File: config.mk
export PLATFORM = sky130hd
export DESIGN_NAME = regfile_param
export DESIGN_NICKNAME = d
export VERILOG_FILES = /design/src/rtl/regfile_param.sv
export SDC_FILE = /design/constraint.sdc
export NUM_CORES = 1
export LEC_CHECK = 0
export CAP_MARGIN = 5
export CORE_MARGIN = 2
export CORE_UTILIZATION = 45
export DETAILED_ROUTE_END_ITERATION = 8
export PLACE_DENSITY = 0.72
export SKIP_CTS_REPAIR_TIMING = 1
export SLEW_MARGIN = 20
export SYNTH_ARGS = -nofsm -noshare
export SYNTH_HDL_FRONTEND = slang
export SYNTH_SLANG_ARGS = --single-unit
File: constraint.sdc
create_clock -name clock -period 1.6 [get_ports clock]
set_input_delay 0.16 -clock clock [delete_from_list [all_inputs] [get_ports clock]]
set_output_delay 0.16 -clock clock [all_outputs]
set_load 0.02 [all_outputs]
File: src/rtl/regfile_param.sv
// Parametrised register file: two write ports (M beats E on collision), two registered
// read ports with write-through forwarding, and a per-register pending scoreboard.
module regfile_param #(
    parameter int DATA_W   = 32,
    parameter int NUM_REGS = 8,
    parameter int ADDR_W   = 4
) (
    input  logic                         clock,
    input  logic                         reset,
    input  logic [ADDR_W-1:0]            dstE,
    input  logic [DATA_W-1:0]            valE,
    input  logic [ADDR_W-1:0]            dstM,
    input  logic [DATA_W-1:0]            valM,
    input  logic [ADDR_W-1:0]            rA,
    input  logic [ADDR_W-1:0]            rB,
    input  logic [ADDR_W-1:0]            pend_set,
    output logic [DATA_W-1:0]            valA,
    output logic [DATA_W-1:0]            valB,
    output logic                         hazard,
    output logic [NUM_REGS-1:0]          pending,
    output logic [NUM_REGS*DATA_W-1:0]   regs_flat
);

    localparam logic [ADDR_W-1:0] NREG = ADDR_W'(NUM_REGS);

    logic [DATA_W-1:0] r [NUM_REGS];
    logic [ADDR_W-1:0] raddr [2];
    logic [DATA_W-1:0] rdata [2];

    assign raddr[0] = rA;
    assign raddr[1] = rB;

    // An invalid read address must not match an invalid write address (e.g. RNONE == RNONE).
    always_comb begin
        for (int p = 0; p < 2; p++) begin
            rdata[p] = '0;
            for (int i = 0; i < NUM_REGS; i++) begin
                if (raddr[p] == ADDR_W'(i)) rdata[p] = r[i];
            end
            if (raddr[p] < NREG) begin
                if (raddr[p] == dstM)      rdata[p] = valM;
                else if (raddr[p] == dstE) rdata[p] = valE;
            end
        end
    end

    always_comb begin
        hazard = 1'b0;
        for (int i = 0; i < NUM_REGS; i++) begin
            if ((rA == ADDR_W'(i) || rB == ADDR_W'(i)) && pending[i]) hazard = 1'b1;
        end
    end

    always_comb begin
        regs_flat = '0;
        for (int i = 0; i < NUM_REGS; i++) begin
            regs_flat[i*DATA_W +: DATA_W] = r[i];
        end
    end

    always_ff @(posedge clock or negedge reset) begin
        if (!reset) begin
            for (int i = 0; i < NUM_REGS; i++) r[i] <= '0;
            pending <= '0;
            valA    <= '0;
            valB    <= '0;
        end else begin
            for (int i = 0; i < NUM_REGS; i++) begin
                if (dstM == ADDR_W'(i))      r[i] <= valM;
                else if (dstE == ADDR_W'(i)) r[i] <= valE;
                // A reissue in the same cycle as the old writeback keeps the bit set.
                if (pend_set == ADDR_W'(i))                          pending[i] <= 1'b1;
                else if (dstE == ADDR_W'(i) || dstM == ADDR_W'(i))   pending[i] <= 1'b0;
            end
            valA <= rdata[0];
            valB <= rdata[1];
        end
    end

endmodule

==> Word-level counts from Yosys, hierarchy flattened <==
Cells that the tools add are included.
{ "word_totals": {"output_inout_bits": 329, "input_bits": 86, "wordCells": 166, "regBits": 328} }
{ "op_classes": {"n_reduce_logical": 45, "order_cmp": 2, "mux": 62, "eq_ne": 39} }
{ "op_table": {"columns": ["operator", "n"], "rows": [
  ["32-bit 2-to-1 mux", 38],
  ["4-bit by 3-bit == test with 1-bit output, second input constant", 20],
  ["4-bit by 2-bit == test with 1-bit output, second input constant", 10],
  ["2-bit nonzero test", 16],
  ["1-bit 2-to-1 mux", 24],
  ["4-bit by 1-bit == test with 1-bit output, second input constant", 5],
  ["4-bit zero test", 5],
  ["4-bit == test", 4],
  ["1-bit logical OR", 16],
  ["1-bit logical AND", 8],
  ["4-bit less-than comparator, second input constant", 2]
]} }

==> Depth between registers and ports, before layout <==
{ "logic_depth": {"word_depth": 12, "depth_mapped": 9, "mapped_depth_nobuf": 5} }

==> Least setup slack after synthesis <==
Ideal clock, no wire load.
{ "synth_timing": {"path_kind": "input port to output port", "startpoint": "input rA[2]", "endpoint": "output hazard", "path_buffers": 2, "stages": 7, "path_slack_ns": 0.082, "arrival_time_ns": 1.358, "t_required_ns": 1.440, "cell_sequence": "buf_4 -> buf_4 -> or2_2 -> o22ai_1 -> a22oi_1 -> and3_1 -> nand3_1"} }
{ "synth_between": {"elab_chain_cells": 11, "word_cells_on_any_way": 32, "cone_classes": "eq/ne (7); mux (8); reduce/logical (17)"} }
{ "synth_rtl": {"columns": ["element", "line", "text"], "rows": [
  ["start: declaration", "14", "input logic [ADDR_W-1:0] rA,"],
  ["4-bit zero test", "50", "if ((rA == ADDR_W'(i) || rB == ADDR_W'(i)) && pending[i]) hazard = 1'b1;"],
  ["1-bit logical OR", "50", null],
  ["1-bit logical AND", "50", null],
  ["1-bit 2-to-1 mux (7 in series)", "50", null],
  ["1-bit 2-to-1 mux *", "50", null],
  ["end: declaration", "19", "output logic hazard,"]
]} }
Every way passes the cells marked *; elsewhere a longest branch is shown, timed or not.

==> Worst setup path in the final report <==
{ "layout_timing": {"startpoint": "register pending[6]", "endpoint": "output hazard"} }
{ "layout_between": {"elab_chain_cells": 3} }
{ "layout_rtl": {"columns": ["element", "line", "text"], "rows": [
  ["start: declaration", "20", "output logic [NUM_REGS-1:0] pending,"],
  ["start signal: assignment", "64", "pending <= '0;"],
  ["start signal: indexed assignment", "72", "if (pend_set == ADDR_W'(i)) pending[i] <= 1'b1;"],
  ["start signal: indexed assignment", "73", "else if (dstE == ADDR_W'(i) || dstM == ADDR_W'(i)) pending[i] <= 1'b0;"],
  ["1-bit logical AND", "50", null],
  ["1-bit 2-to-1 mux (2 in series)", "50", null]
]} }
Every way passes these cells.

==> metrics <==
initial antenna violation count=4; Critical-path top delay cell=dfrtp_1; final setup margin=-178 ps; Core Rows=79; Die X=220 microns; Crit Reg-Reg Endpoint=valA[16]; CTS tree=done; first-pass GRT wire length=144000 microns; Core ar.=0.0464 sq mm; GRT Total Usage=40.3%; fraction of layout cells with a size suffix above 1=17.5%; Seq/Total Area, Yosys=39.0%; min-delay worst type=input pin to asynchronous set/reset pin; Mean Syn Cell Area=9.14 sq um; PwrDens=1130 mW/mm^2; htree depth=2; count leader, synth=mux2i_1; Synthesis Warnings=0; reg2reg path depth=5; Post-synth ARST share=100%; worst path required time=1440 ps; post-route cell area=0.0301 sq mm; clock slew at reported path FFs=60 ps; fmax=563 MHz; post-route ant nets=0; Pre-Repair DR Iteration Count=9; EDFF count, synth=0; Initial Util=45.4%; Synth Area in Simple Gates=11.7%; r2r setup slk=30 ps; met3 track demand over resource=9.33%; Synth cell types=73; Max-cap violations=0; post-DP HPWL=71800 microns; # IOs=415; CP Cell Sequence=a22oi_1, and3_1, nand3_1, buf_2; PortBufs=414; routed len/inst=28.9 microns; crit-path max cell delay=400 ps; placed instance area=0.0279 sq mm; clock tree buffer depth=3; Post-Syn Area=0.0210 sq mm; mux share of post-synthesis cell area=19.9%; GRT overflow=0; largest family of logic cells by synthesized area=compound AO/OA/AOI/OAI gates; Fin Setup TNS=-182 ps; final setup vio count=2; GR Util met1=54.4%; final wirelength=100000 microns; vias=22500; post-synthesis cell count=2301; CP arrival=1620 ps; slew margin rel.=56.5%; crit share post-route=111%; largest net degree at the start of global routing=74; Die Y=220 microns; gr busiest metal=met2; Peak VDD IR=0.000696 V; total leakage power=15.8 nW; status=finished, violations left; Yosys reg bits=328; Final Power=0.0342 W; Synth top area share=39.0%; Post-Synth Adder-Cell Area=0%; Setup Crit Path Kind=flop to output port; clock sink count=328; worst-margin pin slew=651 ps; M2 GR Usage=60.5%; crit-path max FO=2; skew final=20.5 ps; CP endpoint kind=output port; post-synth top area cell=dfrtp_1; largest cells by area after synthesis=dfrtp_1, mux2i_1, o21ai_0; Tmin final=1780 ps; Clock Tree Root=clkbuf_16; Worst setup SP type=flop; Remaining DRCs=0; Synth Flop Type=dfrtp_1; Nets=2921; worst r2r src=regs_flat[112]; number of global-route vias before repair=21600; GPL Wtd Cong=1.00; clk_lat worst skew=590 ps; Area Growth Syn to Fin=43.3%; Iter 0 DRT Violations=3336; Num CTS Buffers=38; failing checks=negative setup slack; vias per cell=6.48; RSZ-0062 raised after global routing=yes; final hold vios=0; Syn Nets=2387; Synth Area in Compound Gates=21.4%; Final Max Tran Viols=0; Post-synth top cells=mux2i_1, dfrtp_1, nand2_1, o21ai_0, a21oi_1; xor and xnor fraction of the mapped netlist area=0.738%; DIE AREA=0.0485 sq mm
## metal layers
metal  share of wire, %  wire [microns]
met3                 12           12200
met5              0.046              46
met4                5.9            5930
met1                 38           38300
met2                 44           43900
## critical path: cells and delay by family (launching register included)
family,cells,cell delay [ps]
buf+inv,1,180
compound gates,1,160
flops,1,400
simple gates,2,310
## layout make-up
type                       instances  area [sq um]
clock inverter                    17           220
tap                              607           759
antenna                            1          2.50
clock buffer                      50          1080
sequential                       328          8210
inverter                          20          75.1
timing repair buffer             763          8390
fill                            3622         16200
multi-input combinational       1684         11400
## how the worst max path moves through the flow
| stage | from | to | slack [ps] | cells after the start |
|---|---|---|---|---|
| 6_report | pending[6] | hazard | -180 | 4 |
| 5_1_grt | pending[6] | hazard | -220 | 4 |
| 4_1_cts | rA[3] | hazard | -830 | 7 |
| 3_5_place_dp | rA[3] | valA[22] | -820 | 8 |
| 3_3_place_gp | rA[3] | hazard | -820 | 7 |
| 2_1_floorplan | rA[2] | hazard | 80 | 7 |
## metrics by stage
| step | setup slack (ps) | hold WS, ps | cells | utilization (%) |
|---|---|---|---|---|
| 2_1_floorplan | 82.5 | -136 | 2301 | - |
| 3_3_place_gp | -816 | 55.6 | 3398 | 60.2 |
| 3_5_place_dp | -815 | 58.0 | 3398 | 60.2 |
| 4_1_cts | -826 | -537 | 3465 | 63.0 |
| 5_1_grt | -224 | 71.6 | 3469 | 65.0 |
| 6_report | -178 | 61.7 | 3470 | 65.0 |
## logic make-up after synthesis
group / count (synthesis)
buf+inv: 289
simple gates: 541
xor+xnor: 16
flops: 328
compound gates: 724
mux: 403
## cell usage in the layout, fill, tap and decap left out, types with 54 or more instances in the layout
cell / Yosys / routed
nand2_1: 310 / 310
mux2i_1: 371 / 371
a21oi_1: 128 / 128
clkdlybuf4s50_1: 0 / 74
o22ai_1: 54 / 54
dlymetal6s2s_1: 0 / 331
nor2_1: 104 / 101
buf_12: 0 / 64
buf_4: 43 / 284
o21ai_0: 263 / 263
dfrtp_1: 328 / 326
## sequential cells by signal, summed over array words and instances, names as in the netlist
signal and flops:
regs_flat 256, valA 32, valB 32, pending 8
## power by group
group	internal, W	switching [W]
combinational	0.00569	0.00668
sequential	0.0100	0.00243
clock	0.00555	0.00383
Power figures use the tool's default switching activity.
==> RTL edit: new RTL, same settings <==
Set the parameter `NUM_REGS` to 16 (it was 8).
--- a/src/rtl/regfile_param.sv
+++ b/src/rtl/regfile_param.sv
@@ -3,5 +3,5 @@
 module regfile_param #(
     parameter int DATA_W   = 32,
-    parameter int NUM_REGS = 8,
+    parameter int NUM_REGS = 16,
     parameter int ADDR_W   = 4
 ) (
Ports: changed (resized pending and regs_flat); port bits go from 415 to 679. No check against the original RTL was run, so the function may have changed too.
==> RTL edit against the original RTL <==
Critical path type unchanged. Sequential cell count grew 264. Setup slack lost 0.36 ns. Highest routed layer unchanged. The run still ends with setup timing left. Register-to-register slack lost 0.08 ns. Routed wire length grew 110%. Power grew 89%. Area after synthesis grew 73%. Maximum frequency shrank 17%. Final area grew 79%.
==> RTL edit: results (changes against the original RTL) <==
Clk_lat worst skew - 0.63 ns (+0.04 ns)
Via count - 40900 (+82%)
Fin Setup TNS - -0.780 ns (-0.598 ns)
Netlist cell types - 78 (+6.8%)
Layout cells sized above 1 - 22.9% (+5.4 points)
Crit path from - pending[15]
CP peak stage delay - 0.47 ns (+0.07 ns)
# port buffers - 678 (+64%)
RR Endpoint - valB[1]
Antenna violations before repair - 11 (+7)
Drt pass-1 iters - 6 (-3)
Post-Synthesis Cells - 3845 (+67%)
CP max-delay cell - dfrtp_2
Clk_skew - 0.0315 ns (+0.0110 ns)
Minimum hold slack - 0.0566 ns (-0.00511 ns)
Static Leak - 28.2 nW (+79%)
Ys Warns - 0 (unchanged)
DP Cell Count - 5936 (+75%)
R2r startpoint - regs_flat[97]
Worst setup margin - -0.538 ns (-0.360 ns)
Fill cell count - 6197 (+71%)
Clk slew on worst S/H paths - 0.06 ns (about the same)
Worst EP arrival - 1.98 ns (+0.36 ns)
H-tree level count - 3 (+1)
Clock buffer count from CTS - 69 (+82%)
Setup violators final - 20 (+18)
Vias in the first global route - 38500 (+78%)
Commonest cells post-synth - 636 x mux2i_1, 592 x dfrtp_1, 487 x o21ai_0, 475 x nand2_1, 258 x a21oi_1
Final wirelength - 208000 µm (+110%)
Slew headroom - 51.0% (-5.5 points)
First-pass GRT wire length - 287000 µm (+99%)
Initial DRC count - 6856 (+110%)
Detailed placer's ending HPWL - 151000 µm (+110%)
Post-Layout Cell Count - 6074 (+75%)
Largest net degree at the start of global routing - 82 (+11%)
Syn nets - 3931 (+65%)
Sequential element share of the synthesized area - 40.8% (+1.8 points)
FF-to-FF setup slack - -0.05 ns (-0.08 ns)
Failing checks - setup timing
Peak VDD IR - 892 µV (+28%)
Cell family with most CP delay - simple AND/OR/NAND/NOR gates
Final Wtd Congestion - 1.08 (+7.3%)
Layout net count - 5040 (+73%)
Tot GR Track Use - 48.5% (+8.2 points)
Max reg flops - 512 (+100%)
Status - finished with violations
==> RTL edit: how the worst max path moves through the flow <==
stage,cells past startpoint,to,slack [ns]
4_1_cts,6,hazard,-0.56
2_1_floorplan,7,hazard,0.0004
3_3_place_gp,9,valA[9],-0.58
5_1_grt,6,hazard,-0.56
6_report,6,hazard,-0.54
3_5_place_dp,9,valA[14],-0.55
==> RTL edit: routing by layer <==
metal	wire length [µm]	vias to the layer above	track usage, %
li1	-	16200	-
met1	73900	19700	62.6
met2	85800	3949	69.0
met3	30900	1009	16.4
met4	17300	6	31.9
met5	119	-	0
==> RTL edit: area by class of cell <==
cell class                 instances  area share [%]
antenna                           10          0.0463
clock buffer                     100            3.69
clock inverter                    21           0.505
inverter                          11          0.0764
multi-input combinational       2813            36.3
sequential                       592            27.5
tap                             1060            2.46
timing repair buffer            1467            29.5
==> RTL edit: report_power, final <==
group	switching [W]	internal (W)	total (W)
clock	0.00681	0.00963	0.0164
combinational	0.0140	0.0116	0.0256
sequential	0.00442	0.0182	0.0227
==> RTL edit: kinds of logic after synthesis <==
kind of cell,Yosys count,share of synthesized area [%]
compound gates,1139,18.6
simple gates,912,10.9
mux,762,23.7
flops,592,40.8
buf+inv,440,5.92
==> RTL edit: per-stage QoR <==
stage | power, W | worst slack, ns | area [µm²]
after CTS | 0.0641 | -0.562 | 52400
after floorplan | 0.0323 | 0.000379 | 36300
after detailed placement | 0.0479 | -0.550 | 50100
after global routing | 0.0662 | -0.557 | 54000
final | 0.0647 | -0.538 | 54000
after global placement | 0.0475 | -0.581 | 50100
